### src/rtl/game_pkg.sv
// Shared definitions for the LED sequence game: FSM states, defaults and LFSR step.
package game_pkg;

  localparam int unsigned LFSR_W = 16;
  localparam int unsigned SYM_W = 2;
  localparam int unsigned LED_W = 1 << SYM_W;
  localparam int unsigned CNT_W = 5;
  localparam logic [LFSR_W-1:0] DEFAULT_SEED = 16'hACE1;
  localparam int unsigned DEFAULT_MAX_LEN = 16;

  typedef enum logic [2:0] {
    IDLE,
    ARM,
    SHOW,
    GAP,
    DONE
  } state_t;

  // Fibonacci step, taps x^16+x^14+x^13+x^11+1, shifting left into bit 0.
  function automatic logic [LFSR_W-1:0] lfsr_next(input logic [LFSR_W-1:0] v);
    return {v[LFSR_W-2:0], v[15] ^ v[13] ^ v[12] ^ v[10]};
  endfunction

endpackage

### src/rtl/slow_tick_sync.sv
// Two-flop synchronizer for the slow square wave plus a both-edge tick detector.
module slow_tick_sync (
  input  logic cin,
  input  logic rst,
  input  logic slow_in,
  output logic tick
);

  logic s1;
  logic s2;
  logic s3;

  always_ff @(posedge cin or posedge rst) begin
    if (rst) begin
      s1 <= 1'b0;
      s2 <= 1'b0;
      s3 <= 1'b0;
    end else begin
      s1 <= slow_in;
      s2 <= s1;
      s3 <= s2;
    end
  end

  assign tick = s2 ^ s3;

endmodule

### src/rtl/slow_tick_sequencer.sv
// Plays a SEED-determined LFSR symbol sequence on one-hot LEDs, one step per slow tick.
module slow_tick_sequencer
  import game_pkg::*;
#(
  parameter logic [LFSR_W-1:0] SEED    = DEFAULT_SEED,
  parameter int unsigned       MAX_LEN = DEFAULT_MAX_LEN
) (
  input  logic             cin,
  input  logic             rst,
  input  logic             slow_in,
  input  logic             start,
  input  logic [CNT_W-1:0] len,
  output logic [LED_W-1:0] led,
  output logic [SYM_W-1:0] sym,
  output logic             sym_valid,
  output logic             busy,
  output logic             done
);

  logic tick;

  slow_tick_sync u_sync (
    .cin    (cin),
    .rst    (rst),
    .slow_in(slow_in),
    .tick   (tick)
  );

  state_t             state_q, state_d;
  logic [LFSR_W-1:0]  lfsr_q, lfsr_d;
  logic [CNT_W-1:0]   cnt_q, cnt_d;
  logic [CNT_W-1:0]   len_q, len_d;
  logic [CNT_W-1:0]   eff_len;
  logic [LED_W-1:0]   led_d;
  logic [SYM_W-1:0]   sym_d;
  logic               sym_valid_d;
  logic               busy_d;
  logic               done_d;

  // Clamp the requested length into 1..MAX_LEN.
  always_comb begin
    if (len == '0) begin
      eff_len = CNT_W'(1);
    end else if (32'(len) > MAX_LEN) begin
      eff_len = CNT_W'(MAX_LEN);
    end else begin
      eff_len = len;
    end
  end

  always_ff @(posedge cin or posedge rst) begin
    if (rst) begin
      state_q   <= IDLE;
      lfsr_q    <= SEED;
      cnt_q     <= '0;
      len_q     <= '0;
      led       <= '0;
      sym       <= '0;
      sym_valid <= 1'b0;
      busy      <= 1'b0;
      done      <= 1'b0;
    end else begin
      state_q   <= state_d;
      lfsr_q    <= lfsr_d;
      cnt_q     <= cnt_d;
      len_q     <= len_d;
      led       <= led_d;
      sym       <= sym_d;
      sym_valid <= sym_valid_d;
      busy      <= busy_d;
      done      <= done_d;
    end
  end

  always_comb begin
    state_d     = state_q;
    lfsr_d      = lfsr_q;
    cnt_d       = cnt_q;
    len_d       = len_q;
    led_d       = led;
    sym_d       = sym;
    sym_valid_d = 1'b0;

    case (state_q)
      IDLE: begin
        if (start) begin
          state_d = ARM;
          len_d   = eff_len;
          lfsr_d  = SEED;
          cnt_d   = '0;
        end
      end
      ARM: begin
        if (tick) begin
          state_d     = SHOW;
          sym_d       = lfsr_q[SYM_W-1:0];
          led_d       = LED_W'(1) << lfsr_q[SYM_W-1:0];
          sym_valid_d = 1'b1;
        end
      end
      SHOW: begin
        if (tick) begin
          state_d = GAP;
          led_d   = '0;
          lfsr_d  = lfsr_next(lfsr_q);
          if (cnt_q != '1) begin
            cnt_d = cnt_q + CNT_W'(1);
          end
        end
      end
      GAP: begin
        if (tick) begin
          if (cnt_q == len_q) begin
            state_d = DONE;
          end else begin
            state_d     = SHOW;
            sym_d       = lfsr_q[SYM_W-1:0];
            led_d       = LED_W'(1) << lfsr_q[SYM_W-1:0];
            sym_valid_d = 1'b1;
          end
        end
      end
      DONE: begin
        state_d = IDLE;
      end
      default: begin
        state_d = IDLE;
      end
    endcase

    busy_d = (state_d != IDLE);
    done_d = (state_d == DONE);
  end

endmodule

### config.mk
export PLATFORM = sky130hd
export DESIGN_NAME = slow_tick_sequencer
export DESIGN_NICKNAME = d
export VERILOG_FILES = /design/src/rtl/game_pkg.sv /design/src/rtl/slow_tick_sync.sv /design/src/rtl/slow_tick_sequencer.sv
export SDC_FILE = /design/constraint.sdc
export NUM_CORES = 1
export LEC_CHECK = 0
export BUFFER_PORTS_ARGS = -buffer_cell sky130_fd_sc_hd__buf_4
export CAP_MARGIN = 20
export CORE_AREA = 2 2 60 62
export DETAILED_ROUTE_END_ITERATION = 10
export DIE_AREA = 0 0 62 64
export PLACE_DENSITY = 0.74
export SLEW_MARGIN = 20
export SYNTH_ARGS = -nofsm -noshare
export SYNTH_HDL_FRONTEND = slang
export SYNTH_SLANG_ARGS = --single-unit
### constraint.sdc
create_clock -name cin -period 2.9 [get_ports cin]
set_input_delay 0.29 -clock cin [delete_from_list [all_inputs] [get_ports cin]]
set_output_delay 0.29 -clock cin [all_outputs]
set_load 0.005 [all_outputs]
==> results of run 1 <==
## synthesized netlist by cell type, drive strengths merged
cell type | n | area share
o21ai | 4 | 0.011
nand2 | 38 | 0.079
a21oi | 1 | 0.0028
dfstp | 8 | 0.12
nor3 | 7 | 0.020
inv | 3 | 0.0063
and3b | 1 | 0.0049
nand3 | 19 | 0.053
dfrtp | 33 | 0.46
nand2b | 5 | 0.017
a221oi | 1 | 0.0049
nor3b | 3 | 0.015
or4 | 1 | 0.0042
o31ai | 4 | 0.017
xnor2 | 9 | 0.044
and3 | 3 | 0.010
clkbuf | 4 | 0.0084
mux2 | 7 | 0.044
a311oi | 1 | 0.0049
o211ai | 4 | 0.017
nor2 | 7 | 0.015
buf | 4 | 0.011
nand3b | 1 | 0.0042
xor2 | 1 | 0.0049
ha | 2 | 0.014
a31o | 2 | 0.0098
## kinds of logic after synthesis
logic type               Yosys count  synth area share
adder cells (fa/ha/maj)            2           0.01394
multiplexers                       7           0.04394
buffers and inverters             11           0.02580
flip-flops                        41            0.5774
AO/OA/AOI/OAI                     17           0.06695
AND/OR/NAND/NOR                   85            0.2232
XOR/XNOR                          10           0.04882
## power by group through the flow
| stage | clock network, mW | logic (mW) | registers (mW) |
|---|---|---|---|
| floorplan | 0 | 0.575 | 0.974 |
| global placement | 0 | 0.705 | 1.02 |
| detailed placement | 0 | 0.739 | 1.03 |
| CTS | 0.463 | 0.744 | 1.02 |
| global route | 0.486 | 0.840 | 1.06 |
| finish | 0.452 | 0.730 | 1.02 |
## metal layers
metal | wire (um) | up-vias | share of wire
met1 | 1380 | 629 | 0.44
met5 | 0 | - | 0
li1 | - | 633 | -
met4 | 43 | 0 | 0.014
met2 | 1630 | 18 | 0.52
met3 | 112 | 5 | 0.035
## final cells by class
cell class                      instances  area (um^2)
Tap cell                               46        57.56
Sequential cell                        41         1036
Clock inverter                          3        65.06
Clock buffer                            5        37.54
Fill cell                             283         1215
Inverter                                3        11.26
Multi-Input combinational cell        121        711.9
Timing Repair Buffer                   20        150.1
## per-stage QoR
step / total power [mW] / util / cells / area (um^2)
after detailed placement: 1.771 / 0.5989 / 231 / 1967
after CTS: 2.229 / 0.6301 / 239 / 2069
after global placement: 1.720 / 0.5989 / 231 / 1967
after floorplan: 1.548 / - / 173 / 1794
final: 2.203 / 0.6301 / 239 / 2069
after global routing: 2.384 / 0.6301 / 239 / 2069
## tightest hold or removal path, delay by kind of cell
kind / cells / cell delay [ns]
buffers and inverters: 3 / 0.56
## flip-flops by register name, summed over array words and instances (netlist names)
| name | flops |
|---|---|
| lfsr_q | 16 |
| cnt_q | 5 |
| len_q | 5 |
| led | 4 |
| state_q | 3 |
| sym | 2 |
| busy | 1 |
| done | 1 |
| sym_valid | 1 |
| u_sync.s1 | 1 |
| u_sync.s2 | 1 |
| u_sync.s3 | 1 |
## worst min path at each step
stage                     cells after the start         to
final                                         3  sym_valid
after global routing                          1  u_sync.s1
after CTS                                     1  u_sync.s1
after detailed placement                      0  u_sync.s2
after global placement                        0  u_sync.s2
after floorplan                               0  u_sync.s1
==> reports/metrics.yaml, run 1 <==
logic_synthesis:
  syn_area_mm2: 0.001794
  synth_fp_nets: 184
  postSynthAreaPerCell_um2: 10.37
  ys_ff_latch: 41
  yosysWarnings: 0
  yosysSeqAreaShare: 0.5774
  synth_cell_types: 27
  syn-instance-count: 173
clock_network:
  cts_root_buffer: "clkbuf_4"
  ctsResizeCount: 0
  cts_made_buffers: 5
  ctsLongestPathBuffers: 2
  cts_setup_buffers: 0
  clk-insertion-delay-late_ns: 0.35
  holdBufCountCts: 0
  cts.sinks: 41
  path_clk_slew_ns: 0.13
  htreeDepth: 2
  tritoncts: "yes"
setup_path:
  r2r_end: "cnt_q[4]"
  worstPathArrival_ns: 2.46
  crit_family: "simple AND/OR/NAND/NOR gates"
  reg2reg_from: "cnt_q[0]"
  slowest_stage: "or4_1"
  critPathLaunch: "cnt_q[0]"
  cp_cell_sequence: "ha_1 > and3_1 > ha_1 > or4_1 > and3_1 > a31o_1"
  startpoint_type: "flop"
  r2r_slack_ns: 0.69
  cp.required_ns: 3.15
  cp.depth: 6
  path_buf_inv: 0
  reg2reg_depth: 6
  crit_type: "flop to flop"
  worstSetupEndpointType: "flop"
  cp_max_fo: 9
  slowest_delay_ns: 0.68
  endpoint: "cnt_q[4]"
grt:
  grt_pass1_wl_mm: 5.540
  grt_overflow_total: 0
  grtUsageTotal: 0.1882
  busiest_layer: "met2"
  antenna_found_initial: 0
  grt_pass1_vias: 1274
  grtUsageMet2: 0.3086
  grt_util_met1: 0.2355
  grt_max_degree: 42
  grt_use_met3: 0.03644
sta:
  tns_ns: 0
  max_clock_freq_ghz: 0.4532
  fin_ws_ns: 0.6933
  fin_crit_sh: 0.7609
  worst_pin_slew_ns: 0.6719
  finalSetupViolCount: 0
  worst_clock_skew_ns: 0.01428
  hold_viol_final: 0
  hold_ws_ns: 0.03968
  rsz0062_at_grt: "false"
  min_period_ns: 2.207
  slew_violations: 0
  relSlewSlack: 0.5482
power_and_ir_drop:
  p_clk_frac: 0.205
  p_leak_nw: 0.9850
  comb_power_share: 0.331
  ir_drop_uv: 425.9
  p_switching_mw: 0.7386
  seq_power_share: 0.464
  powerDensity_mw_per_mm2: 1065
  p_int_mw: 1.465
  p_sw_frac: 0.3352
floorplanning:
  die_h_um: 64
  rows: 21
  coreArea_mm2: 0.003284
  dieArea_mm2: 0.003968
  start_util: 0.5463
  io_pins: 18
  die_w_um: 62
placed_design:
  dpl.hpwl_mm: 2.139
  pre_cts_ws_ns: 0.7110
  gp_congestion: 0.8111
  io_buffers: 17
layout:
  layout.nets: 203
  layout_common_cells: "38 x nand2_1, 33 x dfrtp_1, 20 x buf_4, 19 x nand3_1, 9 x xnor2_1"
  layout-drive-gt1-share: 0.2280
  syn_to_final_growth_pct: 15.34
  num_antenna_cells: 0
  final_common_cell: "nand2_1"
drt:
  wl_per_cell_um: 13.24
  route.detailed.drc: 0
  vias_per_cell: 5.377
  first_pass_iters: 4
  drt-initial-drc-count: 94
  finalWirelength_mm: 3.165
  ant_nets: 0
  vias: 1285
flow_run:
  max-cap-violations: 0
worst_hold_path:
  min_path_type: "input pin to asynchronous set/reset pin"
outcome:
  run_status: "finished clean"
Power figures use the tool's default switching activity.
==> run 2, diff against run 1 <==
==> constraint.sdc (replaced) <==
create_clock -name cin -period 2.2 [get_ports cin]
set_input_delay 0.22 -clock cin [delete_from_list [all_inputs] [get_ports cin]]
set_output_delay 0.22 -clock cin [all_outputs]
set_load 0.005 [all_outputs]
==> run 2 against run 1 <==
  * The run now ends with hold timing left
  * Critical endpoint is now cnt_q[1]
  * Cell count up 1.7%
  * Count of clock-buffer cells in the layout is 2 higher
  * Highest routed layer unchanged
  * Combinational power rose by 42%
  * Fmax grew 5.4%
  * Hold slack worse by 0.050 ns
  * Non-clock buffer count rose by 4
  * Critical path depth unchanged
==> reports/metrics.yaml, run 2 (synthesized netlist as in run 1, its figures left out) <==
power_and_ir_drop:
  powerDensity_mw_per_mm2: 1328  # was 1065 mW/mm^2
  p_leak_nw: 0.9791  # was 0.9850 nW
  ir_drop_uv: 618.5  # was 425.9 uV
  p_total_mw: 2.728  # was 2.203 mW
setup_path:
  cp_cell_sequence: "ha_1 > and3_1 > ha_1 > or4_4 > and3_1 > a31o_1"  # was ha_1 > and3_1 > ha_1 > or4_1 > and3_1 > a31o_1
  slowest_stage: "or4_4"  # was or4_1
  cp.required_ns: 2.42  # was 3.15 ns
  path_buf_inv: 0  # unchanged
  worstPathArrival_ns: 2.32  # was 2.46 ns
  startpoint_type: "flop"  # unchanged
  crit_family: "simple AND/OR/NAND/NOR gates"  # unchanged
  crit_type: "flop to flop"  # unchanged
  slowest_delay_ns: 0.60  # was 0.68 ns
  cp_max_fo: 9  # unchanged
  worstSetupEndpointType: "flop"  # unchanged
layout:
  top_regs: "lfsr_q x16, cnt_q x5, len_q x5"  # unchanged
  num_antenna_cells: 0  # unchanged
  final_common_cell: "nand2_1"  # unchanged
  largest_reg_flops: 16  # unchanged
  seqCellArea_mm2: 0.001036  # unchanged
  layout.nets: 207  # was 203
  layout_common_cells: "38 x nand2_1, 33 x dfrtp_1, 23 x buf_4, 19 x nand3_1, 9 x xnor2_1"  # was 38 x nand2_1, 33 x dfrtp_1, 20 x buf_4, 19 x nand3_1, 9 x xnor2_1
  fillers: 272  # was 283
  max_flop_register: "lfsr_q"  # unchanged
  multi_input_area_um2: 715.7  # was 711.9 um^2
  syn_to_final_growth_pct: 14.44  # was 15.34%
  layout-drive-gt1-share: 0.2335  # was 0.2280
drt:
  vias_per_cell: 5.453  # was 5.377
  first_pass_iters: 5  # was 4
  route.detailed.drc: 0  # unchanged
  drt-initial-drc-count: 82  # was 94
  wl_per_cell_um: 13.51  # was 13.24 um
  ant_nets: 0  # unchanged
  finalWirelength_mm: 3.282  # was 3.165 mm
  vias: 1325  # was 1,285
clock_network:
  cts_made_buffers: 5  # unchanged
  clk-insertion-delay-late_ns: 0.34  # was 0.35 ns
  cts_setup_buffers: 0  # unchanged
  path_clk_slew_ns: 0.12  # was 0.13 ns
  tritoncts: "yes"  # unchanged
  cts.sinks: 41  # unchanged
  cts_root_buffer: "clkbuf_4"  # unchanged
  ctsLongestPathBuffers: 2  # unchanged
  htreeDepth: 2  # unchanged
flow_run:
  max-cap-violations: 0  # unchanged
sta:
  rsz0062_at_grt: "false"  # unchanged
  max_clock_freq_ghz: 0.4777  # was 0.4532 GHz
  relSlewSlack: 0.6447  # was 0.5482
  hold_ws_ns: -0.009832  # was 0.03968 ns
  fin_crit_sh: 0.9516  # was 0.7609
  worst_pin_slew_ns: 0.5317  # was 0.6719 ns
  min_period_ns: 2.093  # was 2.207 ns
  tns_ns: 0  # unchanged
  slew_violations: 0  # unchanged
  finalSetupViolCount: 0  # unchanged
  hold_viol_final: 17  # was 0
  worst_clock_skew_ns: 0.01025  # was 0.01428 ns
outcome:
  run_status: "finished, violations left"  # was finished clean
  violations: "hold timing"
grt:
  grt_pass1_wl_mm: 5.823  # was 5.540 mm
  grt_overflow_total: 0  # unchanged
  grt_pass1_vias: 1315  # was 1,274
  grt_max_degree: 42  # unchanged
  antenna_found_initial: 0  # unchanged
  grtUsageTotal: 0.1967  # was 0.1882
floorplanning:
  start_util: 0.5463  # unchanged
  die_w_um: 62  # unchanged
  die_h_um: 64  # unchanged
  dieArea_mm2: 0.003968  # unchanged
  rows: 21  # unchanged
  io_pins: 18  # unchanged
  coreArea_mm2: 0.003284  # unchanged
placed_design:
  dpl.hpwl_mm: 2.288  # was 2.139 mm
  io_buffers: 17  # unchanged
  gp_congestion: 0.8634  # was 0.8111
worst_hold_path:
  min_path_type: "input pin to asynchronous set/reset pin"  # unchanged
run 2: what timing repair did:
action                     in CTS  in global routing
hold endpoints to repair        1                  0
gates resized for setup         1                  0
setup endpoints to repair       1                  0
hold buffers                    1                  0
run 2: per-stage QoR:
step	hold WS [ns]	cells	area, um^2	setup slack [ns]	utilization
2_1_floorplan	0.2514	173	1794	0.1593	-
3_3_place_gp	0.3293	234	1989	0.1158	0.6057
3_5_place_dp	0.3306	234	1989	0.02357	0.6057
4_1_cts	0.002144	243	2053	0.1156	0.6251
5_1_grt	0.01660	243	2053	0.04366	0.6251
6_report	-0.009832	243	2053	0.1065	0.6251
run 2: path summary, 6_finish.rpt:
path,from,end,slack [ns],cells after the start
hold / removal,rst,led[0],-0.01,3
setup / recovery,cnt_q[1],cnt_q[1],0.11,6
hold reg to reg,u_sync.s1,u_sync.s2,0.37,0
max in group asynchronous,rst,lfsr_q[7],1.84,3
setup reg to reg,cnt_q[1],cnt_q[1],0.11,6
min in group cin,len[4],len_q[0],0.09,2
run 2: worst min-delay path, stage by stage:
cell and delay [ns]:
buf_4 0.11, inv_1 0.04, buf_4 0.42
run 2: area by class of cell:
class | instances | area share
inverter | 3 | 0.005484
sequential | 41 | 0.5046
tap | 46 | 0.02803
clock inverter | 1 | 0.002438
clock buffer | 7 | 0.02194
multi-input combinational | 121 | 0.3486
timing repair buffer | 24 | 0.08897
run 2: report_power, final:
part           leakage, nW  switching [mW]  internal (mW)
clock               0.0293           0.226          0.125
sequential           0.502           0.237           1.10
combinational        0.448           0.520          0.518
total                0.979           0.983           1.74
run 2: layer usage:
metal	GRT usage	routed length (um)	vias up
met2	0.3151	1647	28
met1	0.2493	1458	650
met3	0.04656	116	9
li1	-	-	638
met5	0	0	-
met4	0.07979	61	0
==> run 3, diff against run 2 <==
--- a/config.mk
+++ b/config.mk
@@ -5,12 +5,13 @@
 export SDC_FILE = /design/constraint.sdc
 export NUM_CORES = 1
 export LEC_CHECK = 0
+export ABC_AREA = 1
 export BUFFER_PORTS_ARGS = -buffer_cell sky130_fd_sc_hd__buf_4
 export CAP_MARGIN = 20
 export CORE_AREA = 2 2 60 62
 export DETAILED_ROUTE_END_ITERATION = 10
 export DIE_AREA = 0 0 62 64
-export PLACE_DENSITY = 0.74
+export PLACE_DENSITY = 0.75
 export SLEW_MARGIN = 20
 export SYNTH_ARGS = -nofsm -noshare
 export SYNTH_HDL_FRONTEND = slang
==> run 3 against run 2 <==
  * The flow still finishes with violations (hold timing)
  * First-iteration DRC count down 21%
  * Via count increased by 1.7%
  * Sequential power shrank 6%
  * Global-route usage fell by 0.48 points
  * Die area unchanged
  * Non-clock buffer count is 5 lower
  * Power fell by 3.2%
  * Routed wire length is 6.3% lower
  * Cell count is 12% higher
  * Largest cell class unchanged
  * Highest routed layer unchanged
==> reports/metrics.yaml, run 3 <==
sta:
  worst_clock_skew_ns: 0.01191  # was 0.01025 ns
  slew_violations: 0  # unchanged
  rsz0062_at_grt: "false"  # unchanged
  tns_ns: 0  # unchanged
  max_clock_freq_ghz: 0.6476  # was 0.4777 GHz
  min_period_ns: 1.544  # was 2.093 ns
  relSlewSlack: 0.6818  # was 0.6447
  hold_ws_ns: -0.01803  # was -0.009832 ns
  finalSetupViolCount: 0  # unchanged
  worst_pin_slew_ns: 0.4773  # was 0.5317 ns
  hold_viol_final: 33  # was 17
  fin_crit_sh: 0.7019  # was 0.9516
layout:
  fin_area_mm2: 0.002064  # was 0.002053 mm^2
  max_flop_register: "lfsr_q"  # unchanged
  layout-drive-gt1-share: 0.1718  # was 0.2335
  layout.nets: 237  # was 207
  largest_reg_flops: 16  # unchanged
  fin_util: 0.6286  # was 0.6251
  num_antenna_cells: 0  # unchanged
  layout_common_cells: "49 x nand2_1, 35 x inv_1, 33 x dfrtp_1, 18 x buf_4, 17 x o21ai_0"  # was 38 x nand2_1, 33 x dfrtp_1, 23 x buf_4, 19 x nand3_1, 9 x xnor2_1
  fillers: 294  # was 272
  top_regs: "lfsr_q x16, cnt_q x5, len_q x5"  # unchanged
  final_common_cell: "nand2_1"  # unchanged
  syn_to_final_growth_pct: 13.09  # was 14.44%
clock_network:
  tritoncts: "yes"  # unchanged
  cts_made_buffers: 5  # unchanged
  ctsResizeCount: 0  # was 1
  clk-insertion-delay-late_ns: 0.35  # was 0.34 ns
  path_clk_slew_ns: 0.11  # was 0.12 ns
  ctsLongestPathBuffers: 2  # unchanged
  cts.sinks: 41  # unchanged
  htreeDepth: 2  # unchanged
  cts_root_buffer: "clkbuf_4"  # unchanged
drt:
  first_pass_iters: 4  # was 5
  wl_per_cell_um: 11.27  # was 13.51 um
  ant_nets: 0  # unchanged
  finalWirelength_mm: 3.076  # was 3.282 mm
  vias: 1347  # was 1,325
  route.detailed.drc: 0  # unchanged
  drt-initial-drc-count: 65  # was 82
  vias_per_cell: 4.934  # was 5.453
logic_synthesis:
  synth_top_area_share: 0.4524  # was 0.4603
  syn-instance-count: 202  # was 173
  synth_cell_types: 29  # was 27
  yosys-top-cells-area: "dfrtp_1 45%, dfstp_2 12%, nand2_1 10%, inv_1 7.2%, o21ai_0 4.7%"  # was dfrtp_1 46%, dfstp_2 12%, nand2_1 7.9%, nand3_1 5.3%, mux2_2 4.4%
  async_flop_share: 1.000  # unchanged
  ys_ff_latch: 41  # unchanged
  yosysSeqAreaShare: 0.5675  # was 0.5774
  postSynthAreaPerCell_um2: 9.037  # was 10.37 um^2
  yosysWarnings: 0  # unchanged
  syn_area_mm2: 0.001826  # was 0.001794 mm^2
  synth-main-ff-cell: "dfrtp_1"  # unchanged
  synthTopCellsByCount: "49 x nand2_1, 35 x inv_1, 33 x dfrtp_1"  # was 38 x nand2_1, 33 x dfrtp_1, 19 x nand3_1
  yosysMostFrequentCell: "nand2_1"  # unchanged
  synth_fp_nets: 213  # was 184
  synth_edf_count: 0  # unchanged
  synth_top_cell_by_area: "dfrtp_1"  # unchanged
floorplanning:
  dieArea_mm2: 0.003968  # unchanged
  start_util: 0.5558  # was 0.5463
  rows: 21  # unchanged
  die_w_um: 62  # unchanged
  die_h_um: 64  # unchanged
  io_pins: 18  # unchanged
  coreArea_mm2: 0.003284  # unchanged
setup_path:
  slowest_stage: "dfrtp_1"  # was or4_4
  slowest_delay_ns: 0.43  # was 0.60 ns
  cp_max_fo: 10  # was 9
  reg2reg_from: "cnt_q[0]"  # was cnt_q[1]
  crit_type: "flop to flop"  # unchanged
  crit_top_cell: "ha_1"
  cp_cell_sequence: "ha_1 > nand2_1 > nor2_1 > ha_1 > o21ai_4 > nand3_1 > o21ai_0"  # was ha_1 > and3_1 > ha_1 > or4_4 > and3_1 > a31o_1
  startpoint_type: "flop"  # unchanged
  critPathLaunch: "cnt_q[0]"  # was cnt_q[1]
  worstSetupEndpointType: "flop"  # unchanged
  worstPathArrival_ns: 1.80  # was 2.32 ns
  cp.required_ns: 2.45  # was 2.42 ns
grt:
  grt_max_degree: 42  # unchanged
  grt_pass1_vias: 1284  # was 1,315
  grt_overflow_total: 0  # unchanged
  antenna_found_initial: 0  # unchanged
  grtUsageTotal: 0.1919  # was 0.1967
  grt_pass1_wl_mm: 5.568  # was 5.823 mm
outcome:
  run_status: "finished, violations left"  # unchanged
  violations: "hold timing"  # unchanged
power_and_ir_drop:
  p_total_mw: 2.641  # was 2.728 mW
  ir_drop_uv: 543.9  # was 618.5 uV
  powerDensity_mw_per_mm2: 1279  # was 1328 mW/mm^2
  p_leak_nw: 1.072  # was 0.9791 nW
placed_design:
  io_buffers: 17  # unchanged
  dpl.hpwl_mm: 2.251  # was 2.288 mm
  gp_congestion: 0.7994  # was 0.8634
  placed_area_mm2: 0.002006  # was 0.001989 mm^2
flow_run:
  max-cap-violations: 0  # unchanged
worst_hold_path:
  min_path_type: "input pin to asynchronous set/reset pin"  # unchanged
## run 3: cell families (layout without fill, tap and decap cells)
group | after synthesis | count (layout) | synth area share
buffers and inverters | 38 | 63 | 0.08088
xor gates and xnor gates | 4 | 4 | 0.01919
and+or+nand+nor | 86 | 86 | 0.2193
adders and majority gates | 2 | 2 | 0.01371
DFF | 41 | 41 | 0.5675
AOI/OAI and AO/OA | 31 | 31 | 0.09939
## run 3: critical path, delay by kind of cell (launching register included)
| family | cells | cell delay [ns] |
|---|---|---|
| DFF | 1 | 0.43 |
| adders and majority gates | 2 | 0.42 |
| AOI/OAI and AO/OA | 2 | 0.36 |
| and+or+nand+nor | 3 | 0.22 |
## run 3: path summary, 6_finish.rpt
| check | endpoint | slack (ns) | cells after the start |
|---|---|---|---|
| setup / recovery | cnt_q[4] | 0.66 | 7 |
| hold / removal | cnt_q[3] | -0.02 | 3 |
| setup reg to reg | cnt_q[4] | 0.66 | 7 |
| hold reg to reg | u_sync.s2 | 0.37 | 0 |
| max in group asynchronous | lfsr_q[7] | 1.86 | 3 |
| min in group cin | len_q[0] | 0.12 | 3 |
## run 3: where the power goes
| group | leakage [nW] | switching, mW | internal, mW |
|---|---|---|---|
| clock network | 0.0265 | 0.222 | 0.128 |
| registers | 0.509 | 0.172 | 1.09 |
| logic | 0.536 | 0.625 | 0.401 |
| total | 1.07 | 1.02 | 1.62 |
## run 3: per-layer routing
layer / vias up / GRT usage / wire length [um]
met5: - / 0 / 0
met4: 0 / 0.07181 / 57
met3: 5 / 0.05466 / 124
met2: 28 / 0.3060 / 1477
met1: 620 / 0.2414 / 1416
li1: 694 / - / -
## run 3: final cells by class
type	instances	area (um^2)	share of cell area
multi-input cells	123	641.9	0.3109
repair buffers	19	145.1	0.07030
inverters	36	135.1	0.06545
well taps	46	57.56	0.02788
flip-flops and latches	41	1036	0.5018
clock buffers	8	48.80	0.02364
## run 3: timing repair
item / 4_1_cts / 5_1_grt
hold buffers: 1 / 0
endpoints found under the hold margin: 1 / 0
setup buffers: 0 / 0
## run 3: metrics by stage
| step | instances | setup WS, ns |
|---|---|---|
| floorplan | 202 | 0.8399 |
| global placement | 264 | 0.7145 |
| detailed placement | 264 | 0.6831 |
| CTS | 273 | 0.6424 |
| global route | 273 | 0.4966 |
| finish | 273 | 0.6558 |
